<file path="config.mk">
export PLATFORM = sky130hd
export DESIGN_NAME = sync_fifo_param
export DESIGN_NICKNAME = d
export VERILOG_FILES = /design/src/rtl/sync_fifo_param.sv
export SDC_FILE = /design/constraint.sdc
export NUM_CORES = 1
export LEC_CHECK = 0
export CORE_MARGIN = 1.5
export CORE_UTILIZATION = 30
export DETAILED_ROUTE_END_ITERATION = 6
export SLEW_MARGIN = 10
export SYNTH_ARGS = -nofsm -noshare
export SYNTH_HDL_FRONTEND = slang
export SYNTH_SLANG_ARGS = --single-unit
</file>
<file path="constraint.sdc">
create_clock -name clk -period 2.5 [get_ports clk]
set_input_delay 0.5 -clock clk [delete_from_list [all_inputs] [get_ports clk]]
set_output_delay 0.5 -clock clk [all_outputs]
set_load 0.005 [all_outputs]
</file>
<file path="src/rtl/sync_fifo_param.sv">
// Single-clock FIFO of arbitrary depth with occupancy count, threshold flags,
// sticky overflow/underflow errors and an optional first-word-fall-through read port.
module sync_fifo_param #(
    parameter int DATA_WIDTH = 8,
    parameter int DEPTH      = 16,
    parameter int AF_LEVEL   = DEPTH - 2,
    parameter int AE_LEVEL   = 2,
    parameter int FWFT       = 0,
    parameter int CW         = $clog2(DEPTH + 1)
) (
    input  logic                  clk,
    input  logic                  rst,
    input  logic                  w_en,
    input  logic                  r_en,
    input  logic [DATA_WIDTH-1:0] data_in,
    input  logic                  clr_err,
    output logic [DATA_WIDTH-1:0] data_out,
    output logic                  full,
    output logic                  empty,
    output logic                  almost_full,
    output logic                  almost_empty,
    output logic [CW-1:0]         count,
    output logic                  overflow,
    output logic                  underflow
);

    localparam int PW = $clog2(DEPTH);

    logic [DATA_WIDTH-1:0] mem_q [DEPTH];
    logic [PW-1:0]         wr_ptr_q, wr_ptr_d;
    logic [PW-1:0]         rd_ptr_q, rd_ptr_d;
    logic [CW-1:0]         count_q, count_d;
    logic                  ovf_q, ovf_d;
    logic                  udf_q, udf_d;
    logic                  rd_ok, wr_ok;

    // Flags are pure decodes of the registered count, so they never see w_en/r_en.
    assign count        = count_q;
    assign full         = (count_q == CW'(DEPTH));
    assign empty        = (count_q == '0);
    assign almost_full  = (count_q >= CW'(AF_LEVEL));
    assign almost_empty = (count_q <= CW'(AE_LEVEL));
    assign overflow     = ovf_q;
    assign underflow    = udf_q;

    always_comb begin
        rd_ok    = r_en && !empty;
        wr_ok    = w_en && (!full || rd_ok);
        wr_ptr_d = wr_ptr_q;
        rd_ptr_d = rd_ptr_q;
        count_d  = count_q;
        ovf_d    = ovf_q;
        udf_d    = udf_q;

        // Explicit wrap keeps non-power-of-two depths correct.
        if (wr_ok) begin
            wr_ptr_d = (wr_ptr_q == PW'(DEPTH - 1)) ? '0 : wr_ptr_q + 1'b1;
        end
        if (rd_ok) begin
            rd_ptr_d = (rd_ptr_q == PW'(DEPTH - 1)) ? '0 : rd_ptr_q + 1'b1;
        end

        case ({wr_ok, rd_ok})
            2'b10:   count_d = count_q + 1'b1;
            2'b01:   count_d = count_q - 1'b1;
            default: count_d = count_q;
        endcase

        if (clr_err) begin
            ovf_d = 1'b0;
            udf_d = 1'b0;
        end
        if (w_en && !wr_ok) begin
            ovf_d = 1'b1;
        end
        if (r_en && !rd_ok) begin
            udf_d = 1'b1;
        end
    end

    always_ff @(posedge clk or posedge rst) begin
        if (rst) begin
            wr_ptr_q <= '0;
            rd_ptr_q <= '0;
            count_q  <= '0;
            ovf_q    <= 1'b0;
            udf_q    <= 1'b0;
        end else begin
            wr_ptr_q <= wr_ptr_d;
            rd_ptr_q <= rd_ptr_d;
            count_q  <= count_d;
            ovf_q    <= ovf_d;
            udf_q    <= udf_d;
        end
    end

    always_ff @(posedge clk) begin
        if (wr_ok) begin
            mem_q[wr_ptr_q] <= data_in;
        end
    end

    generate
        if (FWFT != 0) begin : g_fwft
            // Head word is shown as soon as it exists; zero while empty.
            assign data_out = empty ? '0 : mem_q[rd_ptr_q];
        end else begin : g_std
            logic [DATA_WIDTH-1:0] dout_q;
            always_ff @(posedge clk or posedge rst) begin
                if (rst) begin
                    dout_q <= '0;
                end else if (rd_ok) begin
                    dout_q <= mem_q[rd_ptr_q];
                end
            end
            assign data_out = dout_q;
        end
    endgenerate

endmodule

</file>
# == Word-level counts from Yosys, hierarchy flattened ==
# Memories as Yosys holds them, arrays and structs flattened. A register that Yosys moved wholly into a read port is not among the register bits.
# Cells that the tools add are included.
# classes
add_sub_neg,4
order_cmp,2
n_eq_ne,5
mux,8
reduce_logical,13
# op_table
op,count
$pmux 5 s2,1
$add 4x1->4 const B,2
$eq 4x4->1 const B,2
$mux 4,2
$reduce_bool 2->1,3
$add 5x1->5 const B,1
$eq 5x5->1 const B,1
$ge 5x4->1 const B,1
$le 5x2->1 const B,1
$logic_not 5->1,1
$mux 1,5
$sub 5x1->5 const B,1
$logic_and 1x1->1,4
$logic_not 1->1,4
$eq 2x1->1 const B,1
$eq 2x2->1 const B,1
$logic_or 1x1->1,1
# totals
reg_bits,15
mem_bits_rw,128
in_bits,13
out_inout_bits,19
elab_cells,38
mem_count,1
# memory_table
name,depth,width,rd,rd_ports_with_merged_regs,write_ports,line,text
mem_q,16,8,1,1,1,29,logic [DATA_WIDTH-1:0] mem_q [DEPTH];

# == Depth between registers and ports, before layout ==
# depth
word_depth,8
mapped_depth,11
mapped_depth_nobuf,11

# == Worst setup path before layout ==
# Ideal clock, no wire load.
# synth_timing
path_kind,reg-to-reg
from,register count_q[3] (netlist: count[3])
to,register count_q[4] (netlist: count[4])
setup_time_ps,87
t_arrival_ps,2344
t_required_ps,2413
path_slack_ps,70
stages_incl_launch_ff,11
path_buffers,0
period_less_slack_ps,2430
path_cell_list,dfrtp_1 > nor4_4 > nand2_2 > clkinv_1 > nor2_2 > ha_1 > nor2b_1 > o21a_1 > or2_2 > o31a_1 > o211ai_1
# synth_between
elab_chain_cells,7
word_cells_on_any_way,13
classes_between,2 x add/sub; 3 x eq/ne; 1 x mux; 7 x reduce/logical
# synth_rtl
item,line,text
from (decl),32,"logic [CW-1:0] count_q, count_d;"
from (signal assigned),91,count_q <= count_d;
$logic_not 5->1 (*),40,assign empty = (count_q == '0);
via empty,19,"output logic empty,"
$logic_not 1->1 (*),47,rd_ok = r_en && !empty;
$logic_and 1x1->1 (*),47,
$logic_or 1x1->1,48,wr_ok = w_en && (!full || rd_ok);
$logic_and 1x1->1,48,
$eq 2x1->1 / $eq 2x2->1 (equally long branches),63,"case ({wr_ok, rd_ok})"
$pmux 5 s2 / $reduce_bool 2->1 (equally long branches),n/a,
# Mark *: on every way through the listed nets, which the timed path passes. The rest lies on a longest branch.
# A chain may end at the register's enable or synchronous reset.

# == Worst setup path after layout ==
# layout_timing
from,register count_q[0] (netlist: count[0])
to,output port almost_empty
# layout_between
elab_chain_cells,1
# layout_rtl
item,line,text
$le 5x2->1,42,assign almost_empty = (count_q <= CW'(AE_LEVEL));
to (decl),21,"output logic almost_empty,"
# Every way passes these cells.

==> report_table.html <==
<table>
<tr><th>Metric</th><th>Value</th></tr>
<tr><th colspan="2">Status</th></tr>
<tr><td>Outcome</td><td>complete, no violations</td></tr>
<tr><th colspan="2">STA</th></tr>
<tr><td>Final setup violation count</td><td>0</td></tr>
<tr><td>Fmax</td><td>412 MHz</td></tr>
<tr><td>Transition time at the pin with the least slew margin</td><td>0.595 ns</td></tr>
<tr><td>Slew HR</td><td>0.602</td></tr>
<tr><td>Fin crit period</td><td>2.43 ns</td></tr>
<tr><td>Final critical-path share of the clock period</td><td>0.972</td></tr>
<tr><td>Skew final</td><td>0.0140 ns</td></tr>
<tr><td>Slew Limit Fails</td><td>0</td></tr>
<tr><td>Hold slack</td><td>0.448 ns</td></tr>
<tr><td>Sum Neg Setup Slack</td><td>0 ns</td></tr>
<tr><td>RSZ-0062 raised after global routing</td><td>yes</td></tr>
<tr><td>Count of final hold-check violations</td><td>0</td></tr>
<tr><th colspan="2">Power and ir drop</th></tr>
<tr><td>Relative contribution of sequential cells to total power</td><td>0.388</td></tr>
<tr><td>Switching power total</td><td>0.00248 W</td></tr>
<tr><td>Internal power</td><td>0.00611 W</td></tr>
<tr><td>Max IR drop VDD</td><td>472 uV</td></tr>
<tr><td>Logic gate share of total power</td><td>0.306</td></tr>
<tr><td>Leakage power summed over all cells</td><td>2.75 nW</td></tr>
<tr><td>Power density of the placed cells</td><td>1110 mW/mm^2</td></tr>
<tr><td>Sw frac</td><td>0.289</td></tr>
<tr><td>Clock network fraction of total power</td><td>0.306</td></tr>
<tr><th colspan="2">Logic synthesis</th></tr>
<tr><td>Library cells used by synthesis</td><td>40</td></tr>
<tr><td>Register bit total from synthesis</td><td>151</td></tr>
<tr><td>Cells after synthesis</td><td>327</td></tr>
<tr><td>Post-Synthesis Mean Instance Area</td><td>18.8 sq um</td></tr>
<tr><td>Syn_nets</td><td>349</td></tr>
<tr><td>FFs w/ async S/R, synth</td><td>0.152</td></tr>
<tr><td>Mapped cell area</td><td>0.00613 sq mm</td></tr>
<tr><td>Count of synthesis-stage warnings from yosys</td><td>0</td></tr>
<tr><td>Count of flip-flops with a built-in enable after synthesis</td><td>128</td></tr>
<tr><td>Primary FF master, synth</td><td>edfxtp_1</td></tr>
<tr><td>Part of the Yosys area used for sequential elements</td><td>0.721</td></tr>
<tr><th colspan="2">Placed design</th></tr>
<tr><td>Placed wire-length estimate after detailed placement</td><td>7850 um</td></tr>
<tr><td>Number of port buffers</td><td>31</td></tr>
<tr><td>Final weighted congestion in routability-driven placement</td><td>0.754</td></tr>
<tr><th colspan="2">Drt</th></tr>
<tr><td>Mean routed wirelength per cell</td><td>17.5 um</td></tr>
<tr><td>Total wirelength of the detailed-routed design</td><td>12200 um</td></tr>
<tr><td>DR DRC count</td><td>0</td></tr>
<tr><td>Number of antenna-violating nets in the routed design</td><td>0</td></tr>
<tr><td>DR vias</td><td>3208</td></tr>
<tr><td>Detailed-route vias per instance</td><td>4.62</td></tr>
<tr><td>DRT Pass-1 Iters</td><td>4</td></tr>
<tr><td>First DRT Iteration DRCs</td><td>249</td></tr>
<tr><th colspan="2">Final layout</th></tr>
<tr><td>Share of final-layout standard cells stronger than drive strength 1</td><td>0.290</td></tr>
<tr><td>Area grow syn2layout</td><td>25.8%</td></tr>
<tr><td>Number of antenna cells inserted</td><td>0</td></tr>
<tr><td>Leading cell type in the layout, fill and taps excluded</td><td>edfxtp_1</td></tr>
<tr><td># nets final</td><td>433</td></tr>
<tr><td>Most frequent cells in the layout</td><td>edfxtp_1, buf_4, mux4_2, clkdlybuf4s50_1, dfrtp_1</td></tr>
<tr><td>Number of fill cells</td><td>1865</td></tr>
<tr><td>Fraction of the core area covered by cells at the end of the flow</td><td>0.383</td></tr>
<tr><th colspan="2">Clock network</th></tr>
<tr><td>Maximum count of clock buffers along a single path</td><td>2</td></tr>
<tr><td>Sink Count</td><td>151</td></tr>
<tr><td>CTS Root Cell</td><td>clkbuf_16</td></tr>
<tr><td>Clock latency on the worst-skew pair</td><td>0.42 ns</td></tr>
<tr><td>Num CTS Buffers</td><td>17</td></tr>
<tr><td>Total number of H-tree levels</td><td>4</td></tr>
<tr><td>CTS tree</td><td>done</td></tr>
<tr><td>Worst-path clk slew</td><td>0.06 ns</td></tr>
<tr><th colspan="2">Floorplanning</th></tr>
<tr><td>Starting utilization of the core area</td><td>0.304</td></tr>
<tr><td>Width of the die</td><td>146 um</td></tr>
<tr><td>Total die area</td><td>0.0213 sq mm</td></tr>
<tr><td>Std cell rows</td><td>52</td></tr>
<tr><td>Die Y</td><td>146 um</td></tr>
<tr><td>IO Pins</td><td>32</td></tr>
<tr><td>Core region area</td><td>0.0202 sq mm</td></tr>
<tr><th colspan="2">Hold path</th></tr>
<tr><td>Hold crit path type</td><td>input pin to async pin</td></tr>
<tr><th colspan="2">Critical path</th></tr>
<tr><td>Critical Path Start Type</td><td>flip-flop</td></tr>
<tr><td>Kind of critical path</td><td>flip-flop to primary output</td></tr>
<tr><td>Arrival time worst endpoint</td><td>1.93 ns</td></tr>
<tr><td>Data required, critical path</td><td>2.00 ns</td></tr>
<tr><td>Worst setup EP type</td><td>primary output</td></tr>
<tr><td>Maximum fanout along the worst path</td><td>5</td></tr>
<tr><th colspan="2">Global routing</th></tr>
<tr><td>First-pass GRT wire length</td><td>19300 um</td></tr>
<tr><td>Number of global-route vias before repair</td><td>3420</td></tr>
<tr><td>Maximum number of pins on one net before global-route repair</td><td>37</td></tr>
<tr><td>Sum of overflow across all layers after global routing</td><td>0</td></tr>
<tr><td>Number of antenna violations at the first check in global routing</td><td>0</td></tr>
<tr><td>All-layer global routing usage</td><td>0.122</td></tr>
<tr><th colspan="2">Flow run</th></tr>
<tr><td>Max-capacitance violation count</td><td>0</td></tr>
</table>
-- Yosys cell counts (all sizes together), types with 2 or more instances --
master	n	share of area
o21a	2	0.0024
o21ai	4	0.0033
mux2i	17	0.028
nand3	3	0.0024
mux2	3	0.0061
xnor2	5	0.0071
nand2b	4	0.0041
inv	10	0.0061
edfxtp	128	0.63
a22o	2	0.0029
nand2	24	0.016
o211ai	3	0.0037
nor2	13	0.0084
o221ai	8	0.011
ha	8	0.016
a21o	3	0.0037
mux4	32	0.12
a21oi	4	0.0051
dfrtp	23	0.094
buf	14	0.013
nor3	5	0.0041
-- cell type report --
| cell class | count | area (sq um) | area share |
|---|---|---|---|
| inverters | 11 | 41.3 | 0.00535 |
| flip-flops and latches | 151 | 4420 | 0.573 |
| multi-input cells | 150 | 1590 | 0.206 |
| well taps | 270 | 338 | 0.0438 |
| clock buffers | 17 | 425 | 0.0551 |
| clock inverters | 15 | 188 | 0.0243 |
| repair buffers | 80 | 718 | 0.0930 |
-- flip-flops by register name (all words and copies together) (netlist names) --
name	count
wr_ptr_q	4
count	5
mem_q	128
underflow	1
rd_ptr_q	4
overflow	1
data_out	8
-- worst paths after layout --
path	startpoint	endpoint	slack, ns	depth (start not counted)
max	count[0]$_DFFE_PP0P_	almost_empty	0.07	3
min	rst	count[2]$_DFFE_PP0P_	0.45	3
max reg2reg	count[3]$_DFFE_PP0P_	count[4]$_DFFE_PP0P_	0.13	11
min in group clk	data_out[2]$_DFFE_PP0P_	data_out[2]$_DFFE_PP0P_	0.50	2
max in group asynchronous	rst	data_out[5]$_DFFE_PP0P_	1.79	3
min reg2reg	data_out[2]$_DFFE_PP0P_	data_out[2]$_DFFE_PP0P_	0.50	2
-- critical path: stages (launching register included) --
cell and delay (ns):
dfrtp_1 0.40, buf_4 0.17, a2111oi_1 0.38, clkdlybuf4s50_1 0.57
-- metrics by stage --
step / power (W) / cells / cell area, sq um / setup slack [ns]
global placement: 0.00596 / 657 / 7060 / -0.0759
global route: 0.00903 / 694 / 7720 / -0.0505
finish: 0.00859 / 694 / 7720 / 0.0707
CTS: 0.00868 / 690 / 7680 / 0.00116
floorplan: 0.00499 / 327 / 6130 / 0.0697
detailed placement: 0.00601 / 657 / 7060 / -0.143
-- kinds of logic (layout without fill, tap and decap cells) --
kind of cell / count (synthesis) / in the layout / synth area share
XOR/XNOR: 5 / 5 / 0.00714
adder cells (fa/ha/maj): 9 / 9 / 0.0196
flip-flops: 151 / 151 / 0.721
AND/OR/NAND/NOR: 53 / 53 / 0.0410
buffers and inverters: 26 / 123 / 0.0210
multiplexers: 52 / 52 / 0.151
AO/OA/AOI/OAI: 31 / 31 / 0.0394
-- layer usage --
layer	up-vias	track usage	part of all wire
met2	73	0.199	0.51
li1	1474	-	-
met3	10	0.0285	0.045
met4	0	0.0455	0.0092
met5	-	0	0
met1	1651	0.158	0.44
-- power groups by stage --
stage	sequential [W]	combinational [W]	clock [W]
5_1_grt	0.00337	0.00287	0.00278
3_3_place_gp	0.00336	0.00259	0
2_1_floorplan	0.00333	0.00166	0
3_5_place_dp	0.00339	0.00262	0
6_report	0.00334	0.00263	0.00263
4_1_cts	0.00334	0.00265	0.00268
-- repair_timing --
action	4_1_cts	5_1_grt
resized for setup	0	4
pin swaps	1	3
hold buffers	0	0
setup endpoints to repair	1	3
endpoints found under the hold margin	0	0
buffers inserted	1	4
No activity file was read; power rests on OpenSTA's default activity.
